===== src/rtl/id_ex_stage_if.sv =====
// ID/EX stage bundle: ID-side operands/control, live MEM/WB forward taps, and EX-side outputs.
interface id_ex_stage_if #(
  parameter int WIDTH = 32,
  parameter int AW    = 5,
  parameter int OPW   = 4
);
  logic             stall;
  logic             id_valid;
  logic [WIDTH-1:0] id_pc;
  logic [AW-1:0]    id_rs_addr;
  logic [AW-1:0]    id_rt_addr;
  logic [WIDTH-1:0] id_rs_data;
  logic [WIDTH-1:0] id_rt_data;
  logic [WIDTH-1:0] id_imm;
  logic             id_alu_src;
  logic [OPW-1:0]   id_alu_op;
  logic             id_reg_write;
  logic [AW-1:0]    id_wr_addr;
  logic [1:0]       id_tnew;
  logic             mem_fwd_en;
  logic [AW-1:0]    mem_fwd_addr;
  logic [WIDTH-1:0] mem_fwd_data;
  logic             wb_fwd_en;
  logic [AW-1:0]    wb_fwd_addr;
  logic [WIDTH-1:0] wb_fwd_data;
  logic             ex_valid;
  logic [WIDTH-1:0] ex_pc;
  logic [WIDTH-1:0] ex_alu_a;
  logic [WIDTH-1:0] ex_alu_b;
  logic [WIDTH-1:0] ex_rt_fwd;
  logic [OPW-1:0]   ex_alu_op;
  logic             ex_reg_write;
  logic [AW-1:0]    ex_wr_addr;
  logic [AW-1:0]    ex_rs_addr;
  logic [AW-1:0]    ex_rt_addr;
  logic [1:0]       ex_tnew;

  modport master (
    output stall, id_valid, id_pc, id_rs_addr, id_rt_addr, id_rs_data, id_rt_data, id_imm,
           id_alu_src, id_alu_op, id_reg_write, id_wr_addr, id_tnew,
           mem_fwd_en, mem_fwd_addr, mem_fwd_data, wb_fwd_en, wb_fwd_addr, wb_fwd_data,
    input  ex_valid, ex_pc, ex_alu_a, ex_alu_b, ex_rt_fwd, ex_alu_op, ex_reg_write,
           ex_wr_addr, ex_rs_addr, ex_rt_addr, ex_tnew
  );

  modport slave (
    input  stall, id_valid, id_pc, id_rs_addr, id_rt_addr, id_rs_data, id_rt_data, id_imm,
           id_alu_src, id_alu_op, id_reg_write, id_wr_addr, id_tnew,
           mem_fwd_en, mem_fwd_addr, mem_fwd_data, wb_fwd_en, wb_fwd_addr, wb_fwd_data,
    output ex_valid, ex_pc, ex_alu_a, ex_alu_b, ex_rt_fwd, ex_alu_op, ex_reg_write,
           ex_wr_addr, ex_rs_addr, ex_rt_addr, ex_tnew
  );
endinterface


===== src/rtl/id_ex_stage.sv =====
// ID/EX pipeline register with EX-side operand forwarding (MEM over WB, $0 hardwired to zero).
module id_ex_stage #(
  parameter int WIDTH = 32,
  parameter int AW    = 5,
  parameter int OPW   = 4
) (
  input logic           clk,
  input logic           reset,
  id_ex_stage_if.slave  bus
);

  logic             vld_p1;
  logic [WIDTH-1:0] pc_p1;
  logic [AW-1:0]    rs_addr_p1;
  logic [AW-1:0]    rt_addr_p1;
  logic [WIDTH-1:0] rs_data_p1;
  logic [WIDTH-1:0] rt_data_p1;
  logic [WIDTH-1:0] imm_p1;
  logic             alu_src_p1;
  logic [OPW-1:0]   alu_op_p1;
  logic             reg_write_p1;
  logic [AW-1:0]    wr_addr_p1;
  logic [1:0]       tnew_p1;

  logic [WIDTH-1:0] fwd_rs;
  logic [WIDTH-1:0] fwd_rt;

  function automatic logic [1:0] sat_dec(input logic [1:0] t);
    return (t == 2'd0) ? 2'd0 : t - 2'd1;
  endfunction

  function automatic logic [WIDTH-1:0] fwd_sel(
    input logic [AW-1:0]    addr,
    input logic [WIDTH-1:0] grf,
    input logic             mem_en,
    input logic [AW-1:0]    mem_addr,
    input logic [WIDTH-1:0] mem_data,
    input logic             wb_en,
    input logic [AW-1:0]    wb_addr,
    input logic [WIDTH-1:0] wb_data
  );
    if (addr == '0)                          return '0;
    else if (mem_en && (mem_addr == addr))   return mem_data;
    else if (wb_en && (wb_addr == addr))     return wb_data;
    else                                     return grf;
  endfunction

  // ---- ID -> EX register: bubble on reset or stall ----
  always_ff @(posedge clk) begin
    if (reset || bus.stall) begin
      vld_p1       <= 1'b0;
      pc_p1        <= '0;
      rs_addr_p1   <= '0;
      rt_addr_p1   <= '0;
      rs_data_p1   <= '0;
      rt_data_p1   <= '0;
      imm_p1       <= '0;
      alu_src_p1   <= 1'b0;
      alu_op_p1    <= '0;
      reg_write_p1 <= 1'b0;
      wr_addr_p1   <= '0;
      tnew_p1      <= 2'd0;
    end else begin
      vld_p1       <= bus.id_valid;
      pc_p1        <= bus.id_pc;
      rs_addr_p1   <= bus.id_rs_addr;
      rt_addr_p1   <= bus.id_rt_addr;
      rs_data_p1   <= bus.id_rs_data;
      rt_data_p1   <= bus.id_rt_data;
      imm_p1       <= bus.id_imm;
      alu_src_p1   <= bus.id_alu_src;
      alu_op_p1    <= bus.id_alu_op;
      reg_write_p1 <= bus.id_reg_write & bus.id_valid;
      wr_addr_p1   <= bus.id_wr_addr;
      tnew_p1      <= bus.id_tnew;
    end
  end

  // ---- EX: forwarding muxes against live MEM/WB taps ----
  always_comb begin
    fwd_rs = fwd_sel(rs_addr_p1, rs_data_p1, bus.mem_fwd_en, bus.mem_fwd_addr, bus.mem_fwd_data,
                     bus.wb_fwd_en, bus.wb_fwd_addr, bus.wb_fwd_data);
    fwd_rt = fwd_sel(rt_addr_p1, rt_data_p1, bus.mem_fwd_en, bus.mem_fwd_addr, bus.mem_fwd_data,
                     bus.wb_fwd_en, bus.wb_fwd_addr, bus.wb_fwd_data);
  end

  assign bus.ex_valid     = vld_p1;
  assign bus.ex_pc        = pc_p1;
  assign bus.ex_alu_a     = fwd_rs;
  assign bus.ex_alu_b     = alu_src_p1 ? imm_p1 : fwd_rt;
  assign bus.ex_rt_fwd    = fwd_rt;
  assign bus.ex_alu_op    = alu_op_p1;
  assign bus.ex_reg_write = reg_write_p1;
  assign bus.ex_wr_addr   = wr_addr_p1;
  assign bus.ex_rs_addr   = rs_addr_p1;
  assign bus.ex_rt_addr   = rt_addr_p1;
  assign bus.ex_tnew      = sat_dec(tnew_p1);

endmodule


===== src/flat_wrapper.sv =====
// flat-port wrapper written by rule: the top's interface ports become plain ports
module id_ex_stage_flat 
#(
  parameter int WIDTH = 32,
  parameter int AW    = 5,
  parameter int OPW   = 4
)
  (clk, reset, bus_stall, bus_id_valid, bus_id_pc, bus_id_rs_addr, bus_id_rt_addr, bus_id_rs_data, bus_id_rt_data, bus_id_imm, bus_id_alu_src, bus_id_alu_op, bus_id_reg_write, bus_id_wr_addr, bus_id_tnew, bus_mem_fwd_en, bus_mem_fwd_addr, bus_mem_fwd_data, bus_wb_fwd_en, bus_wb_fwd_addr, bus_wb_fwd_data, bus_ex_valid, bus_ex_pc, bus_ex_alu_a, bus_ex_alu_b, bus_ex_rt_fwd, bus_ex_alu_op, bus_ex_reg_write, bus_ex_wr_addr, bus_ex_rs_addr, bus_ex_rt_addr, bus_ex_tnew);
  id_ex_stage_if #(.WIDTH(WIDTH), .AW(AW), .OPW(OPW)) bus_i ();
  input logic clk;
  input logic reset;
  input wire logic [$bits(bus_i.stall)-1:0] bus_stall;
  input wire logic [$bits(bus_i.id_valid)-1:0] bus_id_valid;
  input wire logic [$bits(bus_i.id_pc)-1:0] bus_id_pc;
  input wire logic [$bits(bus_i.id_rs_addr)-1:0] bus_id_rs_addr;
  input wire logic [$bits(bus_i.id_rt_addr)-1:0] bus_id_rt_addr;
  input wire logic [$bits(bus_i.id_rs_data)-1:0] bus_id_rs_data;
  input wire logic [$bits(bus_i.id_rt_data)-1:0] bus_id_rt_data;
  input wire logic [$bits(bus_i.id_imm)-1:0] bus_id_imm;
  input wire logic [$bits(bus_i.id_alu_src)-1:0] bus_id_alu_src;
  input wire logic [$bits(bus_i.id_alu_op)-1:0] bus_id_alu_op;
  input wire logic [$bits(bus_i.id_reg_write)-1:0] bus_id_reg_write;
  input wire logic [$bits(bus_i.id_wr_addr)-1:0] bus_id_wr_addr;
  input wire logic [$bits(bus_i.id_tnew)-1:0] bus_id_tnew;
  input wire logic [$bits(bus_i.mem_fwd_en)-1:0] bus_mem_fwd_en;
  input wire logic [$bits(bus_i.mem_fwd_addr)-1:0] bus_mem_fwd_addr;
  input wire logic [$bits(bus_i.mem_fwd_data)-1:0] bus_mem_fwd_data;
  input wire logic [$bits(bus_i.wb_fwd_en)-1:0] bus_wb_fwd_en;
  input wire logic [$bits(bus_i.wb_fwd_addr)-1:0] bus_wb_fwd_addr;
  input wire logic [$bits(bus_i.wb_fwd_data)-1:0] bus_wb_fwd_data;
  output wire logic [$bits(bus_i.ex_valid)-1:0] bus_ex_valid;
  output wire logic [$bits(bus_i.ex_pc)-1:0] bus_ex_pc;
  output wire logic [$bits(bus_i.ex_alu_a)-1:0] bus_ex_alu_a;
  output wire logic [$bits(bus_i.ex_alu_b)-1:0] bus_ex_alu_b;
  output wire logic [$bits(bus_i.ex_rt_fwd)-1:0] bus_ex_rt_fwd;
  output wire logic [$bits(bus_i.ex_alu_op)-1:0] bus_ex_alu_op;
  output wire logic [$bits(bus_i.ex_reg_write)-1:0] bus_ex_reg_write;
  output wire logic [$bits(bus_i.ex_wr_addr)-1:0] bus_ex_wr_addr;
  output wire logic [$bits(bus_i.ex_rs_addr)-1:0] bus_ex_rs_addr;
  output wire logic [$bits(bus_i.ex_rt_addr)-1:0] bus_ex_rt_addr;
  output wire logic [$bits(bus_i.ex_tnew)-1:0] bus_ex_tnew;
  assign bus_i.stall = bus_stall;
  assign bus_i.id_valid = bus_id_valid;
  assign bus_i.id_pc = bus_id_pc;
  assign bus_i.id_rs_addr = bus_id_rs_addr;
  assign bus_i.id_rt_addr = bus_id_rt_addr;
  assign bus_i.id_rs_data = bus_id_rs_data;
  assign bus_i.id_rt_data = bus_id_rt_data;
  assign bus_i.id_imm = bus_id_imm;
  assign bus_i.id_alu_src = bus_id_alu_src;
  assign bus_i.id_alu_op = bus_id_alu_op;
  assign bus_i.id_reg_write = bus_id_reg_write;
  assign bus_i.id_wr_addr = bus_id_wr_addr;
  assign bus_i.id_tnew = bus_id_tnew;
  assign bus_i.mem_fwd_en = bus_mem_fwd_en;
  assign bus_i.mem_fwd_addr = bus_mem_fwd_addr;
  assign bus_i.mem_fwd_data = bus_mem_fwd_data;
  assign bus_i.wb_fwd_en = bus_wb_fwd_en;
  assign bus_i.wb_fwd_addr = bus_wb_fwd_addr;
  assign bus_i.wb_fwd_data = bus_wb_fwd_data;
  assign bus_ex_valid = bus_i.ex_valid;
  assign bus_ex_pc = bus_i.ex_pc;
  assign bus_ex_alu_a = bus_i.ex_alu_a;
  assign bus_ex_alu_b = bus_i.ex_alu_b;
  assign bus_ex_rt_fwd = bus_i.ex_rt_fwd;
  assign bus_ex_alu_op = bus_i.ex_alu_op;
  assign bus_ex_reg_write = bus_i.ex_reg_write;
  assign bus_ex_wr_addr = bus_i.ex_wr_addr;
  assign bus_ex_rs_addr = bus_i.ex_rs_addr;
  assign bus_ex_rt_addr = bus_i.ex_rt_addr;
  assign bus_ex_tnew = bus_i.ex_tnew;
  id_ex_stage #(.WIDTH(WIDTH), .AW(AW), .OPW(OPW)) u_core (.clk(clk), .reset(reset), .bus(bus_i));
endmodule

===== config.mk =====
export PLATFORM = sky130hd
export DESIGN_NAME = id_ex_stage_flat
export DESIGN_NICKNAME = d
export VERILOG_FILES = /design/src/rtl/id_ex_stage_if.sv /design/src/rtl/id_ex_stage.sv /design/src/flat_wrapper.sv
export SDC_FILE = /design/constraint.sdc
export NUM_CORES = 1
export LEC_CHECK = 0
export ABC_AREA = 0
export BUFFER_PORTS_ARGS = -buffer_cell sky130_fd_sc_hd__buf_4
export CAP_MARGIN = 20
export CORE_UTILIZATION = 32
export CTS_BUF_LIST = sky130_fd_sc_hd__clkbuf_8
export CTS_CLUSTER_DIAMETER = 80
export CTS_CLUSTER_SIZE = 20
export DETAILED_ROUTE_END_ITERATION = 12
export HOLD_SLACK_MARGIN = 0.02
export PLACE_DENSITY = 0.66
export SETUP_SLACK_MARGIN = 0.15
export SYNTH_ARGS = -nofsm -noshare
export SYNTH_HDL_FRONTEND = slang
export SYNTH_SLANG_ARGS = --single-unit

===== constraint.sdc =====
create_clock -name clk -period 2.2 [get_ports clk]
set_input_delay 0.44 -clock clk [delete_from_list [all_inputs] [get_ports clk]]
set_output_delay 0.44 -clock clk [all_outputs]
set_load 0.02 [all_outputs]

# == Yosys cells after proc, flatten, opt, wreduce, memory -nomap -nowiden ==
# Index checks and enable logic that the tools add are counted.
# totals
ff_bits,152
input_bits,231
out_inout_bits,151
word_cells,34
# classes
reduce_logical,8
n_bitwise,1
add_sub_neg,1
eq_ne,4
n_mux,8
# ops
operator,count
$mux 32,7
$eq 5x5->1,4
$logic_not 5->1,2
$logic_and 1x1->1,4
$logic_not 2->1,1
$mux 2,1
$sub 2x1->2 const B,1
$and 1x1->1,1
$logic_or 1x1->1,1

# == Logic depth before layout (Yosys ltp) ==
# depth
ltp_word,6
mapped_depth,7
depth_no_buf,5

# == Least setup slack after synthesis ==
# Ideal clock, no wire load.
# synth_path
path_kind,register -> output
start,"register u_core.rt_addr_p1[3], in the netlist u_core.bus.ex_rt_addr[3]"
end,output port bus_ex_alu_b[0]
stages_incl_launch_ff,8
arrival_time_ns,1.952
n_path_buf,2
t_required_ns,1.760
setup_slack_ns,-0.192
cell_sequence,dfxtp_1 > xnor2_1 > and4_4 > and2_1 > buf_4 > buf_6 > a211oi_2 > o31ai_1
# synth_via
elab_chain_len,6
word_cells_on_any_way,9
classes_between,eq/ne (2); mux (4); reduce/logical (3)
# synth_lines
element,line_no,text
start: declaration,id_ex_stage.sv:15,logic [AW-1:0] rt_addr_p1;
start signal: assignment,id_ex_stage.sv:67,rt_addr_p1 <= bus.id_rt_addr;
$eq 5x5->1,id_ex_stage.sv:44,else if (wb_en && (wb_addr == addr)) return wb_data;
$logic_and 1x1->1,id_ex_stage.sv:44,
$mux 32,id_ex_stage.sv:44,
$mux 32,id_ex_stage.sv:43,else if (mem_en && (mem_addr == addr)) return mem_data;
$mux 32 *,id_ex_stage.sv:42,if (addr == '0) return '0;
$mux 32 *,id_ex_stage.sv:90,assign bus.ex_alu_b = alu_src_p1 ? imm_p1 : fwd_rt;
end: declaration,flat_wrapper.sv:34,output wire logic [$bits(bus_i.ex_alu_b)-1:0] bus_ex_alu_b;
# Mark *: on every way between the ends. The rest lies on a longest branch, timed or not.

# == Final worst setup path ==
# layout_path
start,"register u_core.rs_addr_p1[1], in the netlist u_core.bus.ex_rs_addr[1]"
end,output port bus_ex_alu_a[29]
# layout_via
elab_chain_len,5
word_cells_on_any_way,8
classes_between,eq/ne (2); mux (3); reduce/logical (3)
# layout_lines
element,line_no,text
start: declaration,id_ex_stage.sv:14,logic [AW-1:0] rs_addr_p1;
start signal: assignment,id_ex_stage.sv:66,rs_addr_p1 <= bus.id_rs_addr;
$eq 5x5->1,id_ex_stage.sv:44,
$logic_and 1x1->1,id_ex_stage.sv:44,
$mux 32,id_ex_stage.sv:44,
$mux 32,id_ex_stage.sv:43,
$mux 32 *,id_ex_stage.sv:42,
end: declaration,flat_wrapper.sv:33,output wire logic [$bits(bus_i.ex_alu_a)-1:0] bus_ex_alu_a;
# Marks and branches as above.

==> results.sh <==
export IMPL_io_buffers=381
export IMPL_drt_iter0_drc=258
export IMPL_final_setup_viol_count=96
export IMPL_synth_compound_area_share_pct=20.8
export IMPL_crit_chain="xor2_1, nor4_1, and3_4, clkbuf_16, mux2i_2, a211oi_4, buf_4"
export IMPL_hold_class="input port to register"
export IMPL_dr_pass1_iters=5
export IMPL_synth_edf_count=0
export IMPL_post_route_period_util_pct=128
export IMPL_timing_slew_headroom_pct=71.4
export IMPL_synthAdderAreaFrac_pct=0
export IMPL_rsz0062_at_grt="true"
export IMPL_ys_flop_type="dfxtp_1"
export IMPL_placed_cell_area_um2=11300
export IMPL_wl_per_cell_um=20.2
export IMPL_holdCritStartpoint="bus_id_pc[13]"
export IMPL_grt_pass1_wl_um=41500
export IMPL_synth_top_area_share_pct=44.6
export IMPL_muxShareOfSynthArea_pct=4.69
export IMPL_tightest_slew_ns=0.429
export IMPL_first_global_vias=7132
export IMPL_grt_use_total_pct=25.5
export IMPL_ant_nets=0
export IMPL_cts_htree_levels=4
export IMPL_synth_area_um2=6830
export IMPL_powerDensity_nw_per_um2=523
export IMPL_crit_required_ns=1.76
export IMPL_place_gp_congestion=0.890
export IMPL_cp_slowest_stage_delay_ns=0.37
export IMPL_synth_most_common_cell="and2_1"
export IMPL_numCtsBuffers=17
export IMPL_async_flop_share_pct=0
export IMPL_io_pins=382
export IMPL_syn_inst=723
export IMPL_cp_arrival_ns=2.38
export IMPL_core_area_um2=21000
export IMPL_viasPerCell=4.81
export IMPL_synth_largest_area_cell="dfxtp_1"
export IMPL_postLayoutCellArea_um2=13600
export IMPL_setup_slack_ns=-0.624
export IMPL_dp_cells=1367
export IMPL_num_vias=6890
export IMPL_p_leak_nw=5.54
export IMPL_synth_area_top_cells="dfxtp_1, and2_1, a211oi_2, nor2_1, mux2i_1"
export IMPL_violations="negative setup slack"
export IMPL_numClockSinks=152
export IMPL_startpoint_type="register"
export IMPL_final_util_pct=64.7
export IMPL_yosysUniqueCellTypes=28
export IMPL_post_dp_hpwl_um=20500
export IMPL_ys_ff_latch=152
export IMPL_synth_top_family_by_area="simple AND/OR/NAND/NOR gates"
export IMPL_status="finished, violations left"
export IMPL_maxSlewViolCount=0
export IMPL_critical_path_top_delay_family="simple AND/OR/NAND/NOR gates"
export IMPL_die_width_um=148
export IMPL_holdPathStages=2
export IMPL_grt_antenna_before_repair=1
export IMPL_synth_nets=954
export IMPL_hold_violations=0
export IMPL_wl_um=28900
export IMPL_worst_path_max_delay_cell="dfxtp_4"
export IMPL_die_h_um=148
export IMPL_worstSetupPathType="register to output port"
export IMPL_min_to="u_core.bus.ex_pc[13]$_SDFF_PP0_"
export IMPL_yosys_area_share_simple_pct=22.6
export IMPL_seq_area_frac_synth_pct=44.6
export IMPL_clockBufferDepth=2
export IMPL_fin_crit_ns=2.82
export IMPL_place_ws_ns=-0.374
export IMPL_synth_xor_area_share_pct=2.57
export IMPL_synthToLayoutAreaGrowth_pct=98.5
export IMPL_drcViolationCount=0
export IMPL_cts_tree="yes"
export IMPL_endpoint_kind="output port"
export IMPL_clk_pin_slew_worst_paths_ns=0.10
export IMPL_clockRootBuffer="clkbuf_8"
export IMPL_fmax_ghz=0.354
export IMPL_dieArea_um2=21900
export IMPL_syn_area_per_cell_um2=9.44
export IMPL_rows=53
export IMPL_fin_nets=1376
export IMPL_drive_above_1_share_pct=65.1
export IMPL_finalNonFillerCells=1433
export IMPL_synth_common_cells="and2_1, dfxtp_1, nor2_1"
export IMPL_critPathBufInv=2
export IMPL_max_vdd_ir_drop_uv=418
export IMPL_yosys_warnings=0
export IMPL_worst_path_max_fanout=9
export IMPL_initial_utilization_pct=32.6
export IMPL_grt_overflow=0
export IMPL_grt_max_degree=70
export IMPL_maxCapViolations=0
## metal layers
| metal | track usage [%] | share of wire, % | up-vias |
|---|---|---|---|
| li1 | - | - | 3248 |
| met3 | 7.61 | 7.6 | 57 |
| met5 | 0 | 0 | - |
| met4 | 8.76 | 2.9 | 0 |
| met1 | 29.2 | 38 | 3273 |
| met2 | 45.0 | 51 | 312 |
## registers in the layout, summed over array words and instances (netlist names)
register	cells
u_core.bus.ex_valid	1
u_core.rs_data_p1	32
u_core.bus.ex_reg_write	1
u_core.bus.ex_rs_addr	5
u_core.rt_data_p1	32
u_core.imm_p1	32
u_core.bus.ex_pc	32
u_core.alu_src_p1	1
u_core.bus.ex_alu_op	4
u_core.tnew_p1	2
u_core.bus.ex_wr_addr	5
u_core.bus.ex_rt_addr	5
## cells in the final DEF, fill, tap and decap left out, types with 2 or more instances in the layout
cell,count
a211oi_2,7
dfxtp_4,4
a21boi_0,6
buf_6,84
xor2_1,10
xnor2_1,4
buf_12,26
inv_6,5
o21ai_2,16
mux2i_2,11
nor2_1,30
clkbuf_16,3
o21ai_4,16
inv_8,2
nor2_2,49
o31ai_4,30
nand2_1,34
a211oi_4,57
buf_4,331
clkbuf_8,17
nor2_4,22
dfxtp_1,144
buf_8,4
mux2i_1,3
xnor2_2,6
clkinvlp_4,3
a21boi_2,11
o31ai_2,2
and2_1,152
mux2i_4,18
a21boi_1,15
buf_16,14
bufinv_16,3
dfxtp_2,4
## what timing repair did
item,CTS,global route
hold buffers,0,0
pin swaps,47,11
buffers inserted,19,0
gates resized for setup,269,81
cloned,12,3
endpoints found under the setup margin,96,96
## how the worst max path moves through the flow
stage,to,cells after the start,from,slack (ns)
after global placement,bus_ex_alu_a[22],9,bus_mem_fwd_addr[2],-0.32
after detailed placement,bus_ex_alu_a[22],9,bus_mem_fwd_addr[2],-0.37
after CTS,bus_ex_alu_a[25],7,u_core.bus.ex_rs_addr[3]$_SDFF_PP0_,-0.59
after global routing,bus_ex_alu_a[9],8,u_core.bus.ex_rs_addr[1]$_SDFF_PP0_,-0.69
after floorplan,bus_ex_alu_a[10],5,bus_mem_fwd_addr[2],0.05
final,bus_ex_alu_a[29],7,u_core.bus.ex_rs_addr[1]$_SDFF_PP0_,-0.62
## final cells by class
class / instances / area [um^2]
antenna: 1 / 2.50
clock buffer: 17 / 234
clock inverter: 14 / 188
fill: 1677 / 7400
multi-input combinational: 512 / 5250
sequential: 152 / 3060
tap: 275 / 344
timing repair buffer: 462 / 4470
## kinds of logic (layout without fill, tap and decap cells)
| logic type | after synthesis | count (layout) |
|---|---|---|
| muxes | 32 | 32 |
| AOI/OAI and AO/OA | 160 | 160 |
| and+or+nand+nor | 300 | 300 |
| DFF | 152 | 152 |
| buffers and inverters | 59 | 493 |
| xor gates and xnor gates | 20 | 20 |
| other | 0 | 1 |
## where the power goes
group | total (mW) | switching (mW) | internal, mW
clock | 2.34 | 1.19 | 1.15
sequential | 2.91 | 0.0504 | 2.86
combinational | 1.84 | 0.920 | 0.916
total | 7.08 | 2.16 | 4.92
## stage by stage
step	hold WS [ns]	power [mW]	setup TNS, ns
2_1_floorplan	0.562	3.72	0
3_3_place_gp	0.641	4.49	-18.95
3_5_place_dp	0.644	4.50	-20.76
4_1_cts	0.142	7.04	-48.81
5_1_grt	0.139	7.38	-58.29
6_report	0.167	7.08	-48.22
(Power assumes the default switching activity.)
